File: src/rtl/cpu_param_pkg.sv
// cpu_param_pkg: opcodes, FSM encoding and instruction field positions shared by cpu_param.
package cpu_param_pkg;
    typedef enum logic [2:0] {S_IDLE, S_FETCH, S_EXEC, S_WAIT, S_HALT} state_t;
    localparam logic [4:0] OP_MOV  = 5'd0;
    localparam logic [4:0] OP_ADD  = 5'd1;
    localparam logic [4:0] OP_SUB  = 5'd2;
    localparam logic [4:0] OP_AND  = 5'd3;
    localparam logic [4:0] OP_OR   = 5'd4;
    localparam logic [4:0] OP_XOR  = 5'd5;
    localparam logic [4:0] OP_NOT  = 5'd6;
    localparam logic [4:0] OP_IN   = 5'd7;
    localparam logic [4:0] OP_OUT  = 5'd8;
    localparam logic [4:0] OP_JMP  = 5'd9;
    localparam logic [4:0] OP_JZ   = 5'd10;
    localparam logic [4:0] OP_JC   = 5'd11;
    localparam logic [4:0] OP_HALT = 5'd12;
    localparam int OP_LSB       = 27;
    localparam int RDST_LSB     = 22;
    localparam int RS1_LSB      = 17;
    localparam int IMM_MODE_BIT = 16;
    localparam int RS2_LSB      = 11;
    localparam int IMM_LSB      = 0;
    function automatic logic is_alu(input logic [4:0] op);
        return op <= OP_NOT;
    endfunction
endpackage

File: src/rtl/cpu_param_alu.sv
// cpu_param_alu: result and flag generation; carry only from ADD/SUB, zero from every ALU op.
module cpu_param_alu
    import cpu_param_pkg::*;
#(
    parameter int DATA_W = 16
) (
    input  logic [4:0]        op,
    input  logic [DATA_W-1:0] a,
    input  logic [DATA_W-1:0] b,
    output logic [DATA_W-1:0] res,
    output logic              carry,
    output logic              carry_we,
    output logic              zero,
    output logic              zero_we
);
    logic [DATA_W:0] sum, diff;
    assign sum  = {1'b0, a} + {1'b0, b};
    assign diff = {1'b0, a} - {1'b0, b};
    always_comb begin
        res = op == OP_ADD ? sum[DATA_W-1:0] :
              op == OP_SUB ? diff[DATA_W-1:0] :
              op == OP_AND ? a & b :
              op == OP_OR  ? a | b :
              op == OP_XOR ? a ^ b :
              op == OP_NOT ? ~a : b;
        carry    = op == OP_SUB ? diff[DATA_W] : sum[DATA_W];
        carry_we = op == OP_ADD || op == OP_SUB;
        zero     = res == '0;
        zero_we  = is_alu(op);
    end
endmodule

File: src/rtl/cpu_param.sv
// cpu_param: two-cycle-per-instruction register CPU with loadable instruction memory.
module cpu_param
    import cpu_param_pkg::*;
#(
    parameter int DATA_W     = 16,
    parameter int GPR_N      = 8,
    parameter int IMEM_DEPTH = 16
) (
    input  logic                          clk,
    input  logic                          sys_rst,
    input  logic                          start,
    input  logic                          prog_we,
    input  logic [$clog2(IMEM_DEPTH)-1:0] prog_addr,
    input  logic [31:0]                   prog_data,
    input  logic [DATA_W-1:0]             din,
    input  logic                          din_valid,
    output logic                          din_ready,
    output logic [DATA_W-1:0]             dout,
    output logic                          dout_valid,
    output logic                          halted,
    output logic [$clog2(IMEM_DEPTH)-1:0] pc
);
    localparam int AW = $clog2(IMEM_DEPTH);
    localparam int RW = $clog2(GPR_N);
    state_t state, state_nx;
    logic [31:0] imem [IMEM_DEPTH];
    logic [31:0] ir, imm32;
    logic [DATA_W-1:0] gpr [GPR_N];
    logic [DATA_W-1:0] a, b, res;
    logic [4:0] op;
    logic [RW-1:0] rd, rs1, rs2;
    logic cf, zf, alu_c, alu_cwe, alu_z, alu_zwe, exec, idle, taken, unused_bits;
    assign op    = ir[OP_LSB +: 5];
    assign rd    = ir[RDST_LSB +: RW];
    assign rs1   = ir[RS1_LSB +: RW];
    assign rs2   = ir[RS2_LSB +: RW];
    assign imm32 = {16'b0, ir[IMM_LSB +: 16]};
    assign a     = gpr[rs1];
    assign b     = ir[IMM_MODE_BIT] ? imm32[DATA_W-1:0] : gpr[rs2];
    assign exec  = state == S_EXEC;
    assign idle  = state == S_IDLE || state == S_HALT;
    assign taken = op == OP_JMP || (op == OP_JZ && zf) || (op == OP_JC && cf);
    assign unused_bits = ^{ir, imm32};
    cpu_param_alu #(.DATA_W(DATA_W)) u_alu (
        .op(op), .a(a), .b(b), .res(res),
        .carry(alu_c), .carry_we(alu_cwe), .zero(alu_z), .zero_we(alu_zwe)
    );
    always_ff @(posedge clk or negedge sys_rst)
        if (!sys_rst) state <= S_IDLE;
        else state <= state_nx;
    always_comb
        state_nx = idle ? (start ? S_FETCH : state) :
                   state == S_FETCH ? S_EXEC :
                   state == S_WAIT ? (din_valid ? S_FETCH : S_WAIT) :
                   op == OP_HALT ? S_HALT :
                   (op == OP_IN && !din_valid) ? S_WAIT : S_FETCH;
    always_comb begin
        din_ready = (exec || state == S_WAIT) && op == OP_IN && din_valid;
        halted    = state == S_HALT;
    end
    // Instruction memory survives reset so a program can be rerun.
    always_ff @(posedge clk)
        if (prog_we && idle) imem[prog_addr] <= prog_data;
    always_ff @(posedge clk or negedge sys_rst)
        if (!sys_rst) begin
            pc         <= '0;
            ir         <= '0;
            cf         <= 1'b0;
            zf         <= 1'b0;
            dout       <= '0;
            dout_valid <= 1'b0;
            for (int i = 0; i < GPR_N; i++) gpr[i] <= '0;
        end else begin
            dout_valid <= exec && op == OP_OUT;
            if (idle && start) pc <= '0;
            if (state == S_FETCH) ir <= imem[pc];
            if ((exec && op != OP_IN) || din_ready) pc <= taken ? ir[AW-1:0] : pc + AW'(1);
            if (exec && alu_zwe) gpr[rd] <= res;
            if (din_ready) gpr[rd] <= din;
            if (exec && op == OP_OUT) dout <= a;
            if (exec && alu_cwe) cf <= alu_c;
            if (exec && alu_zwe) zf <= alu_z;
        end
endmodule

File: config.mk
export PLATFORM = sky130hd
export DESIGN_NAME = cpu_param
export DESIGN_NICKNAME = d
export VERILOG_FILES = /design/src/rtl/cpu_param_pkg.sv /design/src/rtl/cpu_param_alu.sv /design/src/rtl/cpu_param.sv
export SDC_FILE = /design/constraint.sdc
export NUM_CORES = 1
export LEC_CHECK = 0
export CORE_MARGIN = 8
export CORE_UTILIZATION = 38
export DETAILED_ROUTE_END_ITERATION = 12
export HOLD_SLACK_MARGIN = 0.08
export PLACE_DENSITY = 0.53
export SYNTH_ARGS = -nofsm -noshare
export SYNTH_HDL_FRONTEND = slang
export SYNTH_SLANG_ARGS = --single-unit
File: constraint.sdc
create_clock -name clk -period 4.55 [get_ports clk]
set_input_delay 1.1375 -clock clk [delete_from_list [all_inputs] [get_ports clk]]
set_output_delay 1.1375 -clock clk [all_outputs]
set_load 0.05 [all_outputs]
[After elaboration in Yosys (flattened, before gate mapping)]
Memories as Yosys holds them, arrays and structs flattened. A register that Yosys moved wholly into a read port is not among the register bits.
Cells that the tools add are included.
Storage, ports and cells
  bits of input ports: 57
  memories kept: 1
  output and inout bits: 23
  memory bits (writable): 512
  bits in registers: 154
Memory list
  imem: depth 16, bits a word 32, read ports 1, clocked after memory_dff 1, wr ports 1, line cpu_param.sv:26  | logic [31:0] imem [IMEM_DEPTH];
Operators by class
  bitwise operators: 7
  mux-type cells: 32
  order comparisons: 5
  eq/ne operators: 18
  reduce and logical (&&, ||, !) cells: 23
  $add $sub $neg: 3
Operator list (number)
  128-bit bitwise mux: 2
  128-bit two-way mux: 2
  16-bit two-way mux: 12
  16-bit binary-select mux with 3-bit select: 2
  16-bit demux with 3-bit select: 1
  5-bit by 4-bit == test with 1-bit output, second input constant: 5
  5-bit by 3-bit == test with 1-bit output, second input constant: 4
  16-bit by 16-bit adder with 17-bit output: 1
  16-bit by 16-bit subtractor with 17-bit output: 1
  16-bit bitwise AND: 1
  16-bit logical NOT: 1
  16-bit NOT: 1
  16-bit OR: 1
  16-bit XOR: 1
  3-bit two-way mux: 5
  4-bit greater-or-equal comparator, second input constant: 3
  1-bit logical AND: 12
  4-bit two-way mux: 3
  3-bit NOT with 4-bit output: 3
  5-bit by 2-bit == test with 1-bit output, second input constant: 2
  3-bit by 2-bit == test with 1-bit output, second input constant: 2
  1-bit logical OR: 6
  5-bit by 1-bit == test with 1-bit output, second input constant: 1
  5-bit by 3-bit <= comparator with 1-bit output, second input constant: 1
  11 further kinds: 15

[Depth between registers and ports, before layout]
  word-level depth: 15
  mapped depth: 20

[Modules after synthesis]
A second synthesis with hierarchy kept.
Second synthesis, totals
  cells, all modules: 2148
  area total of the unflattened synthesis: 30470.5 um^2
By module, submodules not included
  cpu_param: times used 1, cells each 1708, area an instance 27491.4 um^2
  cpu_param_alu: times used 1, cells each 440, area an instance 2979.1 um^2

[Least setup slack after synthesis]
Ideal clock, no wire load.
  path type: register -> register
  start: reg ir[13] (read register of imem)
  end: reg zf
  arrival: 4.299 ns
  buffers on the path: 3
  setup slack: 0.174 ns
  stages on the path, launching flop included: 16
  library setup time: 0.077 ns
  cell sequence: dfrtp_1 > buf_2 > buf_2 > mux4_2 > mux2_2 > mux2i_1 > ha_1 > buf_2 > nor3b_1 > or2_1 > o41a_1 > a221o_1 > a22oi_1 > o21ai_0 > or4_1 > o21ai_1
Between the ends
  cells in the longest elaborated chain, start to end: 12
  elaborated cells between the ends (all ways): 17
RTL lines
  start: declaration: line cpu_param.sv:27  | logic [31:0] ir, imm32;
  3-bit NOT with 4-bit output (implied by the code): line cpu_param.sv:39  | assign b = ir[IMM_MODE_BIT] ? imm32[DATA_W-1:0] : gpr[rs2];
  16-bit binary-select mux with 3-bit select: line cpu_param.sv:39
  16-bit two-way mux (implied by the code) (2 in series): line cpu_param.sv:39
  16-bit two-way mux (*): line cpu_param.sv:39
  parallel branches: the longest is 5 deep, another holds 16-bit by 16-bit subtractor with 17-bit output
  16-bit two-way mux (*): line cpu_param_alu.sv:20  | res = op == OP_ADD ? sum[DATA_W-1:0] :
  16-bit logical NOT (*): line cpu_param_alu.sv:28  | zero = res == '0;
  end signal: assignment: line cpu_param.sv:82  | if (exec && alu_zwe) zf <= alu_z;
  end: declaration: line cpu_param.sv:32  | logic cf, zf, alu_c, alu_cwe, alu_z, alu_zwe, exec, idle, taken, unused_bits;
Every way passes the cells marked *. The select of a mux whose other input is x is not followed.
A chain may end at the register's enable or synchronous reset.

[Final worst setup path]
  start: reg ir[11] (read register of imem)
  end: reg zf
The elaborated chain is that of the path after synthesis.

==> out/results.ini <==
[global_routing]
grt_max_degree=96
grt-ovfl-total=0
grt_usage=0.203
grt_pass1_vias=21000
antenna_found_initial=3
grt_pass1_wl_mm=138

[sta]
fmax_mhz=221
final.min_clock_period_ns=4.53
finalClockSkew_ns=0.0567
tightest_slew_ns=1.00
max-slew-margin-rel=0.331
hold_viol=0
fin_crit_sh=0.996
setup_violations=0
rsz0062_at_grt=true
final_max_slew_viol_count=0

[finish]
area_growth_pct=19.6
finalNonFillerCells=3677
final_nets=2668
drive_gt1_frac=0.213

[place]
io_buffers=75
placedCellCount=3528
gp_congestion=0.924
dp_hpwl_mm=58.3

[power]
max-vdd-ir-drop_v=0.000367
p_comb_frac=0.543
p_sw_mw=12.3
seqPwrFrac=0.265
switching_share=0.419
p_clk_frac=0.192
power_mw=29.3
power.internal_mw=17.0
p_leak_nw=12.3
p_per_area_mw_per_mm2=803

[drt]
top_layer_used=met5
vias_per_cell=5.67
vias=20800
drtPass1Iterations=5
drt_iter0_drc=1710
drc=0
wl_met1_mm=39.4
detail-route-antenna-nets=0
routed-wl-met3_mm=5.58
wl_met2_mm=44.0
wire_per_inst_um=25.1
drt-total-wl_mm=92.1

[synthesis]
ys_types=90
synth_flop_cell=edfxtp_1
async_flop_share=0.289
yosys_warnings=0
ys_seq_area_frac=0.590
synth_edf_count=448
syn_area_per_cell_um2=12.9
synth.net_count=2467
syn_area_mm2=0.0305
syn_inst=2359
synth_seq_cells=630

[min_path]
hp-class=reg -> reg

[clock_tree]
hold_buffers=0
cts_root_buf=clkbuf_16
cts_buffer_depth=3
cts_tree=done
cts_inserted_buffers=72
clock_latency_ns=0.63
path_clk_slew_ns=0.06
cts_sinks=630
htree_levels=3

[floorplan]
die_width_um=299
core_area_mm2=0.0800
die_y_um=299
num_io_pins=80
dieArea_mm2=0.0896
num_rows=104
start_util=0.381

[worst_setup_path]
worstSetupPathType=reg -> reg
cp.arrival_ns=5.04
end_kind=flop
start_kind=flop
crit_required_ns=5.06
path_max_fanout=5

[status]
outcome=finished, final reports clean

[run]
max_cap_violations=0

kinds of logic after synthesis:
group,share of synthesized area
AOI/OAI and AO/OA,0.110
xor gates and xnor gates,0.000862
adders and majority gates,0.0214
buffers and inverters,0.0316
DFF,0.590
muxes,0.162
and+or+nand+nor,0.0835
final cells by class:
type                    instances  area [um2]
diodes                          1        2.50
fillers                      7162       43500
multi-input cells            1503       12000
well taps                    1060        1330
clock buffers                 103        1990
inverters                      54         203
flip-flops and latches        630       18000
clock inverters                27         338
repair buffers                299        2640
stage by stage:
step	area, um2	hold WS, ns	setup WS (ns)	util	setup TNS (ns)
finish	36500	0.480	0.0198	0.456	0
CTS	36300	0.486	-0.00277	0.453	-0.00277
global placement	33700	0.464	-0.356	0.421	-1.76
floorplan	30500	0.441	0.174	-	0
detailed placement	33700	0.475	-0.317	0.421	-1.94
global route	36500	0.508	-0.131	0.456	-0.734
what timing repair did:
action | 4_1_cts | 5_1_grt
cloned | 0 | 0
resized for setup | 34 | 30
buffers inserted | 10 | 8
pin swaps | 7 | 10
endpoints found under the setup margin | 18 | 33
per-layer routing:
layer  track usage  vias to the layer above
li1              -                     9368
met1         0.272                    10600
met2         0.332                      686
met3        0.0341                      165
met4        0.0721                        2
met5             0                        -
final timing paths:
check	start	end	slack, ns	depth (start not counted)
worst min register to register	dout[10]	dout[10]	0.48	2
worst max register to register	ir[11]	zf	0.02	23
max in group asynchronous	sys_rst	gpr[3]	3.05	2
worst max-delay path	ir[11]	zf	0.02	23
worst min-delay path	dout[10]	dout[10]	0.48	2
min in group asynchronous	sys_rst	gpr[78]	0.52	1
flip-flops by register name, indices dropped and copies added (netlist names):
| signal | flops |
|---|---|
| ir | 28 |
| dout_valid | 1 |
| gpr | 128 |
| cf | 1 |
| pc | 4 |
| dout | 16 |
| zf | 1 |
| state | 3 |
| imem | 448 |
critical path, cell delays in order (launching register included):
cell,delay [ns]
dfrtp_2,0.43
buf_12,0.15
buf_8,0.13
mux4_2,0.34
mux2i_2,0.07
a21o_1,0.20
buf_4,0.13
buf_4,0.12
buf_4,0.12
buf_4,0.12
buf_4,0.12
buf_4,0.12
buf_4,0.12
buf_4,0.13
ha_4,0.21
a22oi_1,0.15
o211ai_1,0.09
nand4b_1,0.24
o31ai_4,0.10
nand3b_1,0.19
nor4_2,0.27
nand4b_1,0.19
or4_4,0.54
o21ai_2,0.13
cells in the mapped netlist (6+ instances only):
| master | instances | area share |
|---|---|---|
| edfxtp_1 | 448 | 0.44 |
| nand2_1 | 273 | 0.034 |
| o21ai_0 | 252 | 0.041 |
| mux2i_1 | 192 | 0.063 |
| dfrtp_1 | 182 | 0.15 |
| nor2_1 | 179 | 0.022 |
| mux4_2 | 116 | 0.086 |
| clkbuf_1 | 94 | 0.012 |
| a21oi_1 | 66 | 0.011 |
| o221ai_1 | 57 | 0.016 |
| inv_1 | 53 | 0.0065 |
| ha_1 | 49 | 0.020 |
| buf_1 | 33 | 0.0041 |
| nor3_1 | 31 | 0.0051 |
| buf_2 | 30 | 0.0049 |
| a211oi_1 | 24 | 0.0059 |
| nand3_1 | 21 | 0.0034 |
| a21o_1 | 20 | 0.0049 |
| nand2b_1 | 17 | 0.0035 |
| mux2_2 | 16 | 0.0059 |
| a221oi_1 | 11 | 0.0032 |
| nor2b_1 | 10 | 0.0021 |
| a31oi_1 | 9 | 0.0018 |
| o21ai_1 | 9 | 0.0015 |
| mux4_1 | 8 | 0.0069 |
| or3_1 | 8 | 0.0016 |
| and2_1 | 7 | 0.0014 |
| nor4_1 | 7 | 0.0014 |
| a2111oi_0 | 6 | 0.0017 |
| o211ai_1 | 6 | 0.0015 |
| o22ai_1 | 6 | 0.0012 |
power by group through the flow:
stage / clock (mW) / sequential [mW] / combinational (mW)
global route: 6.01 / 7.86 / 17.0
floorplan: 0 / 7.62 / 8.82
detailed placement: 0 / 7.87 / 14.9
global placement: 0 / 7.82 / 14.7
CTS: 5.78 / 7.76 / 15.5
finish: 5.63 / 7.76 / 15.9
placed cells by master (no fill, tap or decap), types with 6 or more instances in the layout:
cell             netlist  routed
nand2_1              273     272
nor2_2                 0       6
a221oi_1              11      11
o21ai_1                9      12
o22ai_1                6       6
ha_1                  49      43
nor2b_1               10      10
buf_12                 1      15
nor3_1                31      21
mux4_1                 8       7
clkinv_1               0       9
a31oi_1                9       8
a21oi_1               66      61
buf_4                  5     206
inv_1                 53      51
dfrtp_1              182     176
mux2i_1              192     185
nor2_1               179     161
nand2b_1              17      16
clkdlybuf4s50_1        0      73
o211ai_1               6       6
a211oi_1              24      23
o221ai_1              57      57
clkbuf_1              94      24
o21ai_0              252     247
mux4_2               116     117
nand3_1               21      21
clkbuf_8               0       8
nor3_2                 2      12
clkbuf_16              0      72
or3_1                  8       7
nor2_4                 0      12
and2_1                 7       7
edfxtp_1             448     448
a21oi_2                1       6
a21o_1                20      20
mux2_2                16      15
Power figures use the tool's default switching activity.
